### src/rtl/hex_event_pkg.sv
// Shared types for the hex event arbiter: event payload, FSM state, default lane count.
package hex_event_pkg;

    localparam int HEX_NUM_SRC = 4;

    typedef struct packed {
        logic signed [15:0] q;
        logic signed [15:0] r;
        logic [7:0]         depth;
        logic [7:0]         material;
    } hex_event_t;

    typedef enum logic [1:0] {
        ARB_IDLE   = 2'd0,
        ARB_START  = 2'd1,
        ARB_ACTIVE = 2'd2,
        ARB_DRAIN  = 2'd3
    } arb_state_t;

endpackage

### src/rtl/hex_event_arbiter_if.sv
// Lane-side handshake and event-writer bus of the hex event arbiter.
interface hex_event_arbiter_if
    import hex_event_pkg::*;
#(
    parameter int NUM_SRC = HEX_NUM_SRC
) ();

    logic [NUM_SRC-1:0]             src_valid;
    hex_event_t [NUM_SRC-1:0]       src_event;
    logic [NUM_SRC-1:0]             src_ready;
    logic                           wr_frame_start;
    logic                           wr_valid;
    hex_event_t                     wr_event;

    // master: rasterizer lanes + event writer; slave: the arbiter
    modport master (
        output src_valid, src_event,
        input  src_ready, wr_frame_start, wr_valid, wr_event
    );

    modport slave (
        input  src_valid, src_event,
        output src_ready, wr_frame_start, wr_valid, wr_event
    );

endinterface

### src/rtl/hex_event_arbiter_rr.sv
// Round-robin one-hot grant; pointer holds the last granted lane and moves only on a transfer.
module hex_rr_arbiter #(
    parameter  int N  = 4,
    localparam int PW = (N > 1) ? $clog2(N) : 1
) (
    input  logic         clk,
    input  logic         reset,
    input  logic [N-1:0] req,
    input  logic         advance,
    output logic [N-1:0] grant
);

    logic [PW-1:0] ptr;

    always_comb begin
        logic          found;
        logic [PW-1:0] idx;
        found = 1'b0;
        idx   = '0;
        grant = '0;
        // search begins just after the last granted lane
        for (int k = 1; k <= N; k++) begin
            idx = PW'((int'(ptr) + k) % N);
            if (!found && req[idx]) begin
                grant[idx] = 1'b1;
                found      = 1'b1;
            end
        end
    end

    always_ff @(posedge clk) begin
        if (reset) begin
            ptr <= PW'(N - 1);
        end else if (advance) begin
            for (int i = 0; i < N; i++)
                if (grant[i]) ptr <= PW'(i);
        end
    end

endmodule

### src/rtl/hex_event_arbiter.sv
// Per-frame arbiter: merges rasterizer lanes into one event writer, counts issued and dropped events.
module hex_event_arbiter
    import hex_event_pkg::*;
#(
    parameter  int NUM_SRC = HEX_NUM_SRC,
    parameter  int DEPTH   = 256,
    localparam int CW      = $clog2(DEPTH) + 1
) (
    input  logic                 clk,
    input  logic                 reset,
    input  logic                 frame_req,
    input  logic                 frame_end,
    hex_event_arbiter_if.slave   bus,
    output logic                 frame_busy,
    output logic                 frame_done,
    output logic [CW-1:0]        issued_count,
    output logic [31:0]          drop_count,
    output logic                 drop_pulse
);

    arb_state_t         state;
    logic [NUM_SRC-1:0] req;
    logic [NUM_SRC-1:0] grant;
    logic               xfer;
    logic               room;
    hex_event_t         sel_event;

    assign req = (state == ARB_ACTIVE) ? bus.src_valid : '0;

    hex_rr_arbiter #(.N(NUM_SRC)) u_rr (
        .clk     (clk),
        .reset   (reset),
        .req     (req),
        .advance (xfer),
        .grant   (grant)
    );

    // grant only ever covers valid lanes, so any grant bit is a transfer
    assign bus.src_ready      = grant;
    assign xfer               = |grant;
    assign room               = issued_count < CW'(DEPTH);
    assign bus.wr_frame_start = (state == ARB_START);
    assign frame_busy         = (state != ARB_IDLE);

    always_comb begin
        sel_event = '0;
        for (int i = 0; i < NUM_SRC; i++)
            if (grant[i]) sel_event = bus.src_event[i];
    end

    always_ff @(posedge clk) begin
        if (reset) begin
            state        <= ARB_IDLE;
            bus.wr_valid <= 1'b0;
            bus.wr_event <= '0;
            issued_count <= '0;
            drop_count   <= '0;
            drop_pulse   <= 1'b0;
            frame_done   <= 1'b0;
        end else begin
            bus.wr_valid <= xfer && room;
            drop_pulse   <= xfer && !room;
            frame_done   <= (state == ARB_DRAIN);
            if (xfer && room) begin
                bus.wr_event <= sel_event;
                issued_count <= issued_count + 1'b1;
            end
            // a full buffer never stalls the lanes; overflow is only counted
            if (xfer && !room && drop_count != '1)
                drop_count <= drop_count + 32'd1;
            case (state)
                ARB_IDLE: if (frame_req) begin
                    state        <= ARB_START;
                    issued_count <= '0;
                    drop_count   <= '0;
                end
                ARB_START:  state <= ARB_ACTIVE;
                ARB_ACTIVE: if (frame_end) state <= ARB_DRAIN;
                default:    state <= ARB_IDLE;
            endcase
        end
    end

endmodule

### src/flat_wrapper.sv
// flat-port wrapper written by rule: the top's interface ports become plain ports
module hex_event_arbiter_flat import hex_event_pkg::*;
#(
    parameter  int NUM_SRC = HEX_NUM_SRC,
    parameter  int DEPTH   = 256,
    localparam int CW      = $clog2(DEPTH) + 1
)
  (clk, reset, frame_req, frame_end, frame_busy, frame_done, issued_count, drop_count, drop_pulse, bus_src_valid, bus_src_event, bus_src_ready, bus_wr_frame_start, bus_wr_valid, bus_wr_event);
  hex_event_arbiter_if #(.NUM_SRC(NUM_SRC)) bus_i ();
  input  logic clk;
  input  logic reset;
  input  logic frame_req;
  input  logic frame_end;
  output logic frame_busy;
  output logic frame_done;
  output logic [CW-1:0] issued_count;
  output logic [31:0] drop_count;
  output logic drop_pulse;
  input wire logic [$bits(bus_i.src_valid)-1:0] bus_src_valid;
  input wire logic [$bits(bus_i.src_event)-1:0] bus_src_event;
  output wire logic [$bits(bus_i.src_ready)-1:0] bus_src_ready;
  output wire logic [$bits(bus_i.wr_frame_start)-1:0] bus_wr_frame_start;
  output wire logic [$bits(bus_i.wr_valid)-1:0] bus_wr_valid;
  output wire logic [$bits(bus_i.wr_event)-1:0] bus_wr_event;
  assign bus_i.src_valid = bus_src_valid;
  assign bus_i.src_event = bus_src_event;
  assign bus_src_ready = bus_i.src_ready;
  assign bus_wr_frame_start = bus_i.wr_frame_start;
  assign bus_wr_valid = bus_i.wr_valid;
  assign bus_wr_event = bus_i.wr_event;
  hex_event_arbiter #(.NUM_SRC(NUM_SRC), .DEPTH(DEPTH)) u_core (.clk(clk), .reset(reset), .frame_req(frame_req), .frame_end(frame_end), .bus(bus_i), .frame_busy(frame_busy), .frame_done(frame_done), .issued_count(issued_count), .drop_count(drop_count), .drop_pulse(drop_pulse));
endmodule
### config.mk
export PLATFORM = sky130hd
export DESIGN_NAME = hex_event_arbiter_flat
export DESIGN_NICKNAME = d
export VERILOG_FILES = /design/src/rtl/hex_event_pkg.sv /design/src/rtl/hex_event_arbiter_if.sv /design/src/rtl/hex_event_arbiter_rr.sv /design/src/rtl/hex_event_arbiter.sv /design/src/flat_wrapper.sv
export SDC_FILE = /design/constraint.sdc
export NUM_CORES = 1
export LEC_CHECK = 0
export ABC_AREA = 1
export CORE_ASPECT_RATIO = 0.9
export CORE_MARGIN = 2
export CORE_UTILIZATION = 30
export CTS_BUF_LIST = sky130_fd_sc_hd__clkbuf_4 sky130_fd_sc_hd__clkbuf_8
export DETAILED_ROUTE_END_ITERATION = 6
export PLACE_DENSITY = 0.62
export SYNTH_ARGS = -nofsm -noshare
export SYNTH_HDL_FRONTEND = slang
export SYNTH_SLANG_ARGS = --single-unit
### constraint.sdc
create_clock -name clk -period 2.4 [get_ports clk]
set_input_delay 0.36 -clock clk [delete_from_list [all_inputs] [get_ports clk]]
set_output_delay 0.36 -clock clk [all_outputs]
set_load 0.1 [all_outputs]
# Yosys cells after proc, flatten, opt, wreduce, memory -nomap -nowiden
# Index checks and enable logic that the tools add are counted.
# W data, S select, Z words.
# word_totals
register_bits	96
inputBits	200
out_inout_bits	98
elab_cells	96
# classes
n_addsub	6
n_lt_le_gt_ge	9
eq_ne	6
muxes	41
n_bitwise	3
n_reduce_logical	20
# ops
op	n
$mux W48	4
$mux W32	3
$add A32 B1 Y32 const B	1
$ne A32 B32 Y1 const B	1
$mux W9	3
$mux W4	5
$lt A2 B3 Y1 const B	4
$mux W2	6
$or A4 B4 Y4	3
$mux W1	11
$logic_and A1 B1 Y1	10
$add A9 B1 Y9 const B	1
$lt A9 B9 Y1 const B	1
$bmux W1 S2	4
$demux W1 S2	4
$ge A2 B1 Y1 const B	4
$pmux W2 S3	1
$add A2 B1 Y2 const B	2
$add A2 B2 Y2 const B	2
$eq A2 B2 Y1 const B	2
$logic_not A1 Y1	4
$ne A2 B2 Y1 const B	2
$reduce_and A2 Y1	2
$reduce_bool A4 Y1	1
4 further kinds	4

# Depth between registers and ports, before layout
# Gate-level depths: netlist (run 1).
# depth
depth_word	20
ltp_mapped	19
depth_no_buf	17

# Modules after synthesis
# From an unflattened synthesis (run 1), not the netlist that was laid out.
# hier_totals
cells_unflattened	969
area_unflattened_um2	6309.8
# by_module_without_submodules
module	n_inst	cells_each	area_each_um2	seq_area_each_um2
hex_event_arbiter	1	867	5636.7	1881.8
hex_rr_arbiter	1	102	673.1	40.0

# Worst setup path before layout (run 1)
# Ideal clock, no wire load.
# synth_timing
kind	register to register
startpoint	reg u_core.u_rr.ptr[0]
endpoint	reg, netlist name u_core.bus.wr_event[16]
setup_time_ns	0.132
t_arrival_ns	3.042
required_time_ns	2.268
setup_slack_ns	-0.775
path_stages_with_launch	16
n_path_buf	1
synth_period_minus_slack_ns	3.175
path_cell_list	dfxtp_1 > inv_2 > ha_1 > inv_1 > nand3_1 > nand2_1 > nand2_1 > nor2_1 > nand2_1 > nand3_2 > clkbuf_1 > a21oi_1 > nand2_1 > nand2_1 > nand2_1 > a21oi_1
# synth_via
word_cells_on_any_way	54
cone_classes	add/sub (4); order compare (8); mux (27); bitwise (3); reduce/logical (12)
# synth_lines
element	line_no	text
from (decl)	hex_event_arbiter_rr.sv:13	logic [PW-1:0] ptr;
from (signal assigned)	hex_event_arbiter_rr.sv:33	ptr <= PW'(N - 1);
from (signal assigned)	hex_event_arbiter_rr.sv:36	if (grant[i]) ptr <= PW'(i);
parallel branches: the longest is 12 deep, another holds $lt A2 B3 Y1	--	
$mux W4 *	hex_event_arbiter_rr.sv:24	if (!found && req[idx]) begin
named net bus_src_ready[1]	flat_wrapper.sv:21	output wire logic [$bits(bus_i.src_ready)-1:0] bus_src_ready;
$mux W48 (3 in series)	hex_event_arbiter.sv:48	if (grant[i]) sel_event = bus.src_event[i];
# Mark *: on every way through the listed nets, which the timed path passes. The select of a mux whose other input is x is not followed.
# A chain may end at the register's enable or synchronous reset.

# Final worst setup path (run 1)
# layout_timing
startpoint	reg u_core.state[0]
endpoint	out bus_src_ready[2]
# layout_via
elab_chain_len	14
word_cells_on_any_way	26
cone_classes	eq/ne (1); mux (16); bitwise (3); reduce/logical (6)
# layout_lines
element	line_no	text
from (decl)	hex_event_arbiter.sv:21	arb_state_t state;
from (signal assigned)	hex_event_arbiter.sv:53	state <= ARB_IDLE;
from (signal assigned)	hex_event_arbiter.sv:73	state <= ARB_START;
from (signal assigned)	hex_event_arbiter.sv:77	ARB_START: state <= ARB_ACTIVE;
$eq A2 B2 Y1 *	hex_event_arbiter.sv:28	assign req = (state == ARB_ACTIVE) ? bus.src_valid : '0;
$mux W4 *	hex_event_arbiter.sv:28	
$bmux W1 S2	hex_event_arbiter_rr.sv:24	
$mux W1 (implied by the code)	hex_event_arbiter_rr.sv:24	
$mux W1	hex_event_arbiter_rr.sv:24	
$logic_not A1 Y1	hex_event_arbiter_rr.sv:24	
$logic_and A1 B1 Y1	hex_event_arbiter_rr.sv:24	
$mux W1	hex_event_arbiter_rr.sv:24	
$logic_not A1 Y1	hex_event_arbiter_rr.sv:24	
$logic_and A1 B1 Y1	hex_event_arbiter_rr.sv:24	
$mux W1	hex_event_arbiter_rr.sv:24	
$logic_not A1 Y1	hex_event_arbiter_rr.sv:24	
$logic_and A1 B1 Y1	hex_event_arbiter_rr.sv:24	
$mux W4 *	hex_event_arbiter_rr.sv:24	
to (decl)	flat_wrapper.sv:21	
# Mark *: on every way between the ends. The rest lies on a longest branch, timed or not. The select of a mux whose other input is x is not followed.

==> results of run 1 <==
[metal layers]
metal  vias to the layer above  routed length (µm)
li1                       4593                   -
met1                      4091               13900
met4                         0                 994
met5                         -                   0
met2                       327               13900
met3                        54                1670
[Yosys cell counts, types with 5 or more instances]
cell / n / area share
nand3_1: 41 / 0.028
nor3_1: 16 / 0.011
xor2_1: 20 / 0.024
nand2_1: 466 / 0.24
a21oi_1: 184 / 0.13
nor2_1: 95 / 0.049
nor4_1: 8 / 0.0069
clkbuf_1: 34 / 0.018
buf_1: 5 / 0.0026
nand4_1: 33 / 0.029
dfxtp_1: 96 / 0.27
xnor2_1: 11 / 0.013
buf_2: 21 / 0.015
buf_6: 7 / 0.011
ha_1: 15 / 0.026
nand3_2: 5 / 0.0069
o21ai_0: 5 / 0.0035
inv_1: 197 / 0.10
[power breakdown]
| part | internal (µW) | switching, µW |
|---|---|---|
| clock | 412 | 726 |
| combinational | 5220 | 8190 |
| sequential | 1820 | 110 |
| total | 7450 | 9030 |
[final cells by class]
class,instances,area [µm²],area share
diodes,2,5.00,0.000434
multi-input cells,914,4470,0.388
well taps,302,378,0.0328
clock inverters,7,75.1,0.00651
clock buffers,9,124,0.0107
flip-flops and latches,96,1950,0.169
inverters,201,754,0.0654
repair buffers,377,3770,0.327
[what timing repair did]
item / 4_1_cts / 5_1_grt
endpoints found under the setup margin: 91 / 94
pin swaps: 12 / 11
gates cloned: 5 / 3
gates resized for setup: 33 / 42
buffers inserted: 8 / 3
[cell families (layout without fill, tap and decap cells)]
logic type	after synthesis	in the layout	share of synthesized area
XOR/XNOR	31	31	0.0375
adder cells (fa/ha/maj)	15	15	0.0259
AND/OR/NAND/NOR	675	675	0.383
buffers and inverters	271	594	0.153
other	0	2	0
AO/OA/AOI/OAI	193	193	0.135
flip-flops	96	96	0.266
[final timing paths]
kind,start,end
worst max-delay path,u_core.state[0],bus_src_ready[2]
worst min-delay path,reset,u_core.bus.wr_valid
worst max register to register,u_core.state[0],u_core.bus.wr_event[41]
worst min register to register,u_core.bus.wr_event[35],u_core.bus.wr_event[35]
[registers in the layout, summed over array words and instances, names as in the netlist]
name	flops
u_core.u_rr.ptr	2
u_core.bus.wr_event	48
u_core.issued_count	9
u_core.bus.wr_valid	1
u_core.drop_pulse	1
u_core.state	2
u_core.drop_count	32
u_core.frame_done	1
[per-stage QoR]
step | TNS, ps | utilization
after floorplan | 0 | -
after global placement | -9080 | 0.456
after detailed placement | -13760 | 0.456
after global routing | -10810 | 0.490
after CTS | -310 | 0.479
final | -995 | 0.490
[critical path, cell delays in order, from the launching register on]
cell and delay, ps:
dfxtp_2 350, inv_2 50, ha_4 160, buf_12 140
nand2_4 80, nand2_4 60, nand3_2 100, nand2_4 80
nor2_4 170, nand3_1 140, nand3_4 150, buf_12 130
buf_12 170
==> impl_metrics.py, run 1 <==
metrics = {
    "route": {
        "vias": 9065,
        "drtIter0Drc": 663,
        "dr.pass1.iters": 5,
        "wl_um": 30500,
        "route.detailed.drc": 0,
        "ant_nets": 0,
        "vias_per_cell": 4.75,
        "post_drt_wl_per_cell_um": 16.0,
    },
    "floorplanning": {
        "ioPinCount": 298,
        "die-height_um": 151,
        "core_mm2": 0.0235,
        "die_w_um": 168,
        "rows": 53,
        "dieArea_mm2": 0.0254,
        "initial_core_util": 0.307,
    },
    "synth": {
        "synthCells": 1281,
        "ys_warn_count": 0,
        "synth-seq-cells": 96,
        "ys_types": 29,
        "syn_avg_cell_area_um2": 5.65,
        "ys.flop_type": "dfxtp_1",
        "ys_seq_area_frac": 0.266,
        "synth_area_mm2": 0.00724,
        "async_flop_share": 0,
        "syn-num-nets": 1496,
        "synth-edff-count": 0,
    },
    "placed_design": {
        "placement.io_buffers": 297,
        "gp_congestion": 0.957,
        "dp.cells": 1872,
        "placed_area_mm2": 0.0107,
        "place_ws_ps": -203,
        "hpwlAfterDp_um": 21700,
    },
    "grt": {
        "busiest_layer": "met2",
        "grt_max_degree": 40,
        "grt_pass1_vias": 8497,
        "use_met2": 0.384,
        "grt-ovfl-total": 0,
        "antenna_found_initial": 2,
        "use_met3": 0.0353,
        "track_usage": 0.234,
        "globalRouteMet1Util": 0.313,
        "grt_pass1_wl_um": 46300,
    },
    "cells_and_area": {
        "final_nets": 1814,
        "fin_cells": 1908,
        "fin_area_mm2": 0.0115,
        "mostFrequentLayoutCells": "nand2_1 (449), clkdlybuf4s50_1 (198), inv_1 (193)",
        "layout.cells.most_common": "nand2_1",
        "syn2layout_area_growth_pct": 59.3,
        "fill_cells": 2471,
        "layout-drive-gt1-share": 0.166,
    },
    "run": {
        "drv_cap": 0,
    },
    "worst_setup_path": {
        "critPathMaxFanout": 7,
        "rrSetupSlack_ps": -40,
        "critPathCaptureType": "output pin",
        "critPathKind": "reg -> out",
        "startpoint_type": "flip-flop",
        "cp_data_required_time_ps": 2040,
        "reg2reg_depth": 19,
        "arrival_ps": 2180,
    },
    "power_and_ir_drop": {
        "powerDensity_mw_per_mm2": 1430,
        "ir_drop_mv": 0.688,
        "p_leak_uw": 0.00575,
        "p_total_uw": 16500,
    },
    "clocking": {
        "clock_latency_ps": 400,
        "clk_path_buf_depth": 2,
        "clkSinkCount": 96,
        "cts_tree": "built",
        "cts_root_buffer": "clkbuf_8",
        "hold_buffers": 0,
        "h-tree-depth": 3,
        "clk_pin_slew_worst_paths_ps": 120,
        "numCtsBuffers": 9,
    },
    "timing": {
        "timing.hold.ws_ps": 340,
        "setup_ws_ps": -141,
        "drv_slew": 0,
        "hold_violations": 0,
        "relSlewSlack": 0.515,
        "period_share": 1.06,
        "period_minus_slack_ps": 2540,
        "clock.fmax_mhz": 394,
        "skew_ps": 15.0,
        "rsz0062_at_grt": "true",
        "tightest_slew_ps": 726,
        "setup_viol": 33,
    },
    "run_status": {
        "status": "finished with violations",
        "violations": "setup timing",
    },
    "min_path": {
        "worstHoldPathCells": 2,
        "hold_path_class": "in -> reg",
    },
}
(Power assumes the default switching activity.)
==> run 2: changes to the inputs <==
--- a/config.mk
+++ b/config.mk
@@ -6,7 +6,7 @@
 export NUM_CORES = 1
 export LEC_CHECK = 0
 export ABC_AREA = 1
-export CORE_ASPECT_RATIO = 0.9
+export CORE_ASPECT_RATIO = 0.5
 export CORE_MARGIN = 2
 export CORE_UTILIZATION = 30
 export CTS_BUF_LIST = sky130_fd_sc_hd__clkbuf_4 sky130_fd_sc_hd__clkbuf_8
==> impl_metrics.py, run 2 (synthesized netlist as in run 1, its figures left out) <==
metrics = {
    "worst_setup_path": {
        "critPathMaxFanout": 7,
        "worstSetupStartpoint": "u_core.state[0]",
        "critPathKind": "reg -> out",
        "arrival_ps": 2310,
        "rrSetupSlack_ps": -260,
        "startpoint_type": "flip-flop",
        "rr_startpoint": "u_core.state[0]",
        "cp_data_required_time_ps": 2040,
        "critPathCaptureType": "output pin",
    },
    "placed_design": {
        "gp_congestion": 0.930,
        "placement.io_buffers": 297,
        "hpwlAfterDp_um": 19700,
        "dp.cells": 1868,
    },
    "timing": {
        "rsz0062_at_grt": "true",
        "setup_viol": 92,
        "setup_tns_ps": -16200,
        "relSlewSlack": 0.509,
        "tightest_slew_ps": 735,
        "skew_ps": 11.3,
        "period_minus_slack_ps": 2670,
        "setup_ws_ps": -269,
        "hold_violations": 0,
        "drv_slew": 0,
        "clock.fmax_mhz": 375,
        "period_share": 1.11,
    },
    "floorplanning": {
        "die_w_um": 224,
        "die-height_um": 114,
        "core_mm2": 0.0238,
        "rows": 40,
        "ioPinCount": 298,
        "initial_core_util": 0.304,
        "dieArea_mm2": 0.0255,
    },
    "cells_and_area": {
        "layout.cells.most_common": "nand2_1",
        "syn2layout_area_growth_pct": 69.8,
        "final_nets": 1829,
        "layout-drive-gt1-share": 0.223,
        "reg_top3": "u_core.bus.wr_event: 48 flops, u_core.drop_count: 32 flops, u_core.issued_count: 9 flops",
        "mostFrequentLayoutCells": "nand2_1 (437), clkdlybuf4s50_1 (198), inv_1 (192)",
        "largest-register": "u_core.bus.wr_event",
        "largest_reg_flops": 48,
        "antennaDiodeCount": 0,
        "fin_cells": 1934,
    },
    "grt": {
        "track_usage": 0.228,
        "grt-ovfl-total": 0,
        "grt_pass1_vias": 8889,
        "antenna_found_initial": 0,
        "grt_max_degree": 47,
        "grt_pass1_wl_um": 45800,
    },
    "route": {
        "post_drt_wl_per_cell_um": 15.6,
        "dr.pass1.iters": 5,
        "drtIter0Drc": 595,
        "wl_um": 30100,
        "vias": 9273,
        "ant_nets": 0,
        "vias_per_cell": 4.79,
        "route.detailed.drc": 0,
    },
    "clocking": {
        "numCtsBuffers": 9,
        "clk_pin_slew_worst_paths_ps": 110,
        "cts_root_buffer": "clkbuf_8",
        "h-tree-depth": 3,
        "clkSinkCount": 96,
        "clock_latency_ps": 420,
        "hold_buffers": 0,
        "clk_path_buf_depth": 2,
        "cts_tree": "built",
    },
    "run_status": {
        "violations": "setup timing",
        "status": "finished with violations",
    },
    "power_and_ir_drop": {
        "p_leak_uw": 0.00599,
        "powerDensity_mw_per_mm2": 1700,
        "ir_drop_mv": 0.946,
    },
    "min_path": {
        "hp-start": "reset",
        "hold_path_class": "in -> reg",
    },
    "run": {
        "drv_cap": 0,
    },
}
## run 2: power breakdown
part           switching [µW]  total [µW]  internal, µW
logic                    9800       17900          8140
clock network             672        1060           387
registers                 111        1930          1820
## run 2: worst max-delay path: stages, from the launching register on
cell	delay, ps
dfxtp_2	350
inv_2	50
ha_4	160
buf_12	150
nand2_4	70
nand2_4	60
nand3_4	80
nand2_4	70
nor2_4	180
buf_6	140
nand3_2	100
nand3_4	90
buf_6	110
buf_8	100
buf_12	160
## run 2: routing by layer
metal | routed length, µm | part of all wire | vias to the layer above | GRT usage
met3 | 1920 | 0.064 | 54 | 0.0497
li1 | - | - | 4633 | -
met5 | 0 | 0 | - | 0
met4 | 810 | 0.027 | 0 | 0.0844
met2 | 14700 | 0.49 | 323 | 0.401
met1 | 12700 | 0.42 | 4263 | 0.275
## run 2: layout make-up
| class | count | area, µm² |
|---|---|---|
| clock inverters | 7 | 55.1 |
| fillers | 2353 | 11500 |
| multi-input cells | 914 | 4800 |
| well taps | 315 | 394 |
| inverters | 201 | 754 |
| repair buffers | 392 | 4210 |
| flip-flops and latches | 96 | 1950 |
| clock buffers | 9 | 124 |
## run 2: worst paths after layout
check | end | depth (start not counted)
setup reg to reg | u_core.bus.wr_event[25] | 21
hold reg to reg | u_core.bus.wr_event[45] | 2
setup / recovery | bus_src_ready[3] | 14
hold / removal | u_core.bus.wr_event[19] | 2
## run 2: metrics by stage
step | setup WS, ps | hold WS [ps] | instance area (µm²) | util | power [µW]
5_1_grt | -405 | 229 | 12300 | 0.516 | 22400
3_3_place_gp | -119 | 454 | 10600 | 0.445 | 13000
2_1_floorplan | 0.193 | 506 | 7280 | - | 10100
4_1_cts | -209 | 221 | 11800 | 0.495 | 19100
3_5_place_dp | -223 | 456 | 10600 | 0.445 | 13100
6_report | -269 | 244 | 12300 | 0.516 | 20900
## run 2: timing repair
action	in CTS	in global routing
pin swaps	27	20
gates cloned	15	3
setup endpoints to repair	78	95
gates resized for setup	101	95
buffers inserted	24	10
==> run 3: changes to the inputs <==
--- a/config.mk
+++ b/config.mk
@@ -6,7 +6,7 @@
 export NUM_CORES = 1
 export LEC_CHECK = 0
 export ABC_AREA = 1
-export CORE_ASPECT_RATIO = 0.5
+export CORE_ASPECT_RATIO = 0.75
 export CORE_MARGIN = 2
 export CORE_UTILIZATION = 30
 export CTS_BUF_LIST = sky130_fd_sc_hd__clkbuf_4 sky130_fd_sc_hd__clkbuf_8
==> impl_metrics.py, run 3 (synthesized netlist as in run 1, its figures left out) <==
metrics = {
    "run_status": {
        "status": "finished with violations",
        "violations": "setup timing",
    },
    "clocking": {
        "numCtsBuffers": 9,
        "cts_root_buffer": "clkbuf_8",
        "clock_latency_ps": 390,
        "clk_pin_slew_worst_paths_ps": 120,
        "clk_path_buf_depth": 2,
        "cts_tree": "built",
        "h-tree-depth": 3,
        "clkSinkCount": 96,
    },
    "route": {
        "dr.pass1.iters": 5,
        "wl_um": 29500,
        "drtIter0Drc": 653,
        "ant_nets": 0,
        "vias": 9051,
        "vias_per_cell": 4.74,
        "route.detailed.drc": 0,
        "post_drt_wl_per_cell_um": 15.4,
    },
    "floorplanning": {
        "die_w_um": 183,
        "initial_core_util": 0.303,
        "dieArea_mm2": 0.0254,
        "core_mm2": 0.0238,
        "rows": 49,
        "die-height_um": 139,
        "ioPinCount": 298,
    },
    "min_path": {
        "hold_path_class": "in -> reg",
    },
    "worst_setup_path": {
        "path_cells": "inv_2 > ha_4 > buf_12 > nand2_4 > nand2_4 > nand3_2 > nand2_4 > nor2_4 > nand3_2 > nand3_4 > buf_12 > buf_16",
        "worstReg2RegEnd": "u_core.bus.wr_event[24]",
        "crit_path_frequent_cell": "nand2_4",
        "rrSetupSlack_ps": -10,
        "rr_startpoint": "u_core.state[0]",
        "cp.depth": 12,
        "arrival_ps": 2150,
        "crit_buf_inv": 4,
        "crit_path_top_delay_cell": "dfxtp_2",
        "cp_top_family": "simple AND/OR/NAND/NOR gates",
        "critPathKind": "reg -> out",
        "critPathMaxFanout": 7,
        "endpoint": "bus_src_ready[3]",
        "startpoint_type": "flip-flop",
        "worstSetupStartpoint": "u_core.state[0]",
        "critPathCaptureType": "output pin",
        "max_stage_delay_ps": 340,
        "reg2reg_depth": 18,
        "cp_data_required_time_ps": 2040,
    },
    "placed_design": {
        "hpwlAfterDp_um": 21900,
        "dp.cells": 1879,
        "gp_congestion": 0.911,
        "place_ws_ps": -288,
        "placement.io_buffers": 297,
        "placed_area_mm2": 0.0107,
    },
    "timing": {
        "timing.hold.ws_ps": 426,
        "drv_slew": 0,
        "tightest_slew_ps": 527,
        "relSlewSlack": 0.646,
        "skew_ps": 22.9,
        "period_share": 1.05,
        "setup_ws_ps": -111,
        "hold_violations": 0,
        "period_minus_slack_ps": 2510,
        "setup_viol": 5,
        "clock.fmax_mhz": 398,
        "rsz0062_at_grt": "true",
    },
    "cells_and_area": {
        "fin_cells": 1910,
        "finish.utilization": 0.479,
        "reg_top3": "u_core.bus.wr_event: 48 flops, u_core.drop_count: 32 flops, u_core.issued_count: 9 flops",
        "largest-register": "u_core.bus.wr_event",
        "final_nets": 1811,
        "fill_cells": 2476,
        "layout.cells.most_common": "nand2_1",
        "largest_reg_flops": 48,
        "fin_area_mm2": 0.0114,
        "layout-drive-gt1-share": 0.163,
        "seq_area_mm2": 0.00195,
        "multiInputGateArea_mm2": 0.00450,
        "syn2layout_area_growth_pct": 57.8,
        "mostFrequentLayoutCells": "nand2_1 (448), clkdlybuf4s50_1 (198), inv_1 (194)",
    },
    "grt": {
        "grt-ovfl-total": 0,
        "grt_pass1_vias": 8526,
        "grt_max_degree": 43,
        "grt_pass1_wl_um": 46100,
        "antenna_found_initial": 3,
        "track_usage": 0.229,
    },
    "run": {
        "drv_cap": 0,
    },
    "power_and_ir_drop": {
        "p_leak_uw": 0.00572,
        "ir_drop_mv": 0.694,
        "powerDensity_mw_per_mm2": 1410,
    },
}
run 3: cell count changes in the layout (fill, tap and decap cells not counted), moves of 8 or more:
cell     delta
nor2_1     +36
a21oi_1    +31
a21oi_2    -31
nor2_2     -29
buf_4      +15
buf_16     -12
nand2_1    +11
nand2_2     -9
buf_6       -8
run 3: final cells by class:
| class | count | area share |
|---|---|---|
| antenna | 3 | 0.000657 |
| clock buffer | 9 | 0.0108 |
| clock inverter | 7 | 0.00635 |
| inverter | 201 | 0.0663 |
| multi-input combinational | 914 | 0.394 |
| sequential | 96 | 0.171 |
| tap | 306 | 0.0335 |
| timing repair buffer | 374 | 0.317 |
run 3: timing repair:
action,4_1_cts,5_1_grt
setup endpoints to repair,74,94
gates cloned,3,0
resized for setup,41,39
setup buffers,9,1
pin swaps,14,15
hold buffers,0,0
run 3: metrics by stage:
step	TNS, ps	power [µW]
floorplan	0	10100
global placement	-8020	13700
detailed placement	-18700	13800
CTS	-273	15800
global route	-11950	17600
finish	-380	16100
run 3: report_power, final:
group	internal (µW)	switching [µW]	total (µW)
logic	4920	8150	13100
registers	1820	106	1920
clock network	411	693	1100
run 3: worst min-delay path by stage:
stage	endpoint	startpoint	slack, ps	depth (start not counted)
6_report	u_core.drop_count[24]	reset	430	5
5_1_grt	u_core.drop_count[24]	reset	420	5
4_1_cts	u_core.drop_count[24]	reset	410	5
3_5_place_dp	u_core.bus.wr_event[44]	u_core.bus.wr_event[44]	450	2
3_3_place_gp	u_core.bus.wr_event[27]	u_core.bus.wr_event[27]	450	2
2_1_floorplan	u_core.state[1]	u_core.state[1]	510	2
run 3: layer usage:
layer	vias to the layer above	share of wire	global-route usage
met5	-	0	0
met4	0	0.025	0.0703
met3	41	0.092	0.0669
met2	348	0.44	0.348
met1	4070	0.45	0.311
li1	4592	-	-
run 3: worst register-to-register path, stage by stage (launching register included):
cell,delay [ps]
dfxtp_2,340
inv_2,50
ha_4,180
buf_12,150
nand3_4,100
nand2_2,50
nand2_1,90
nand2_4,80
nand3_1,70
nand2_1,60
inv_1,100
nand3_4,100
buf_12,150
buf_4,150
buf_4,160
a21oi_1,220
nand2_1,100
nand2_1,80
a21oi_1,60
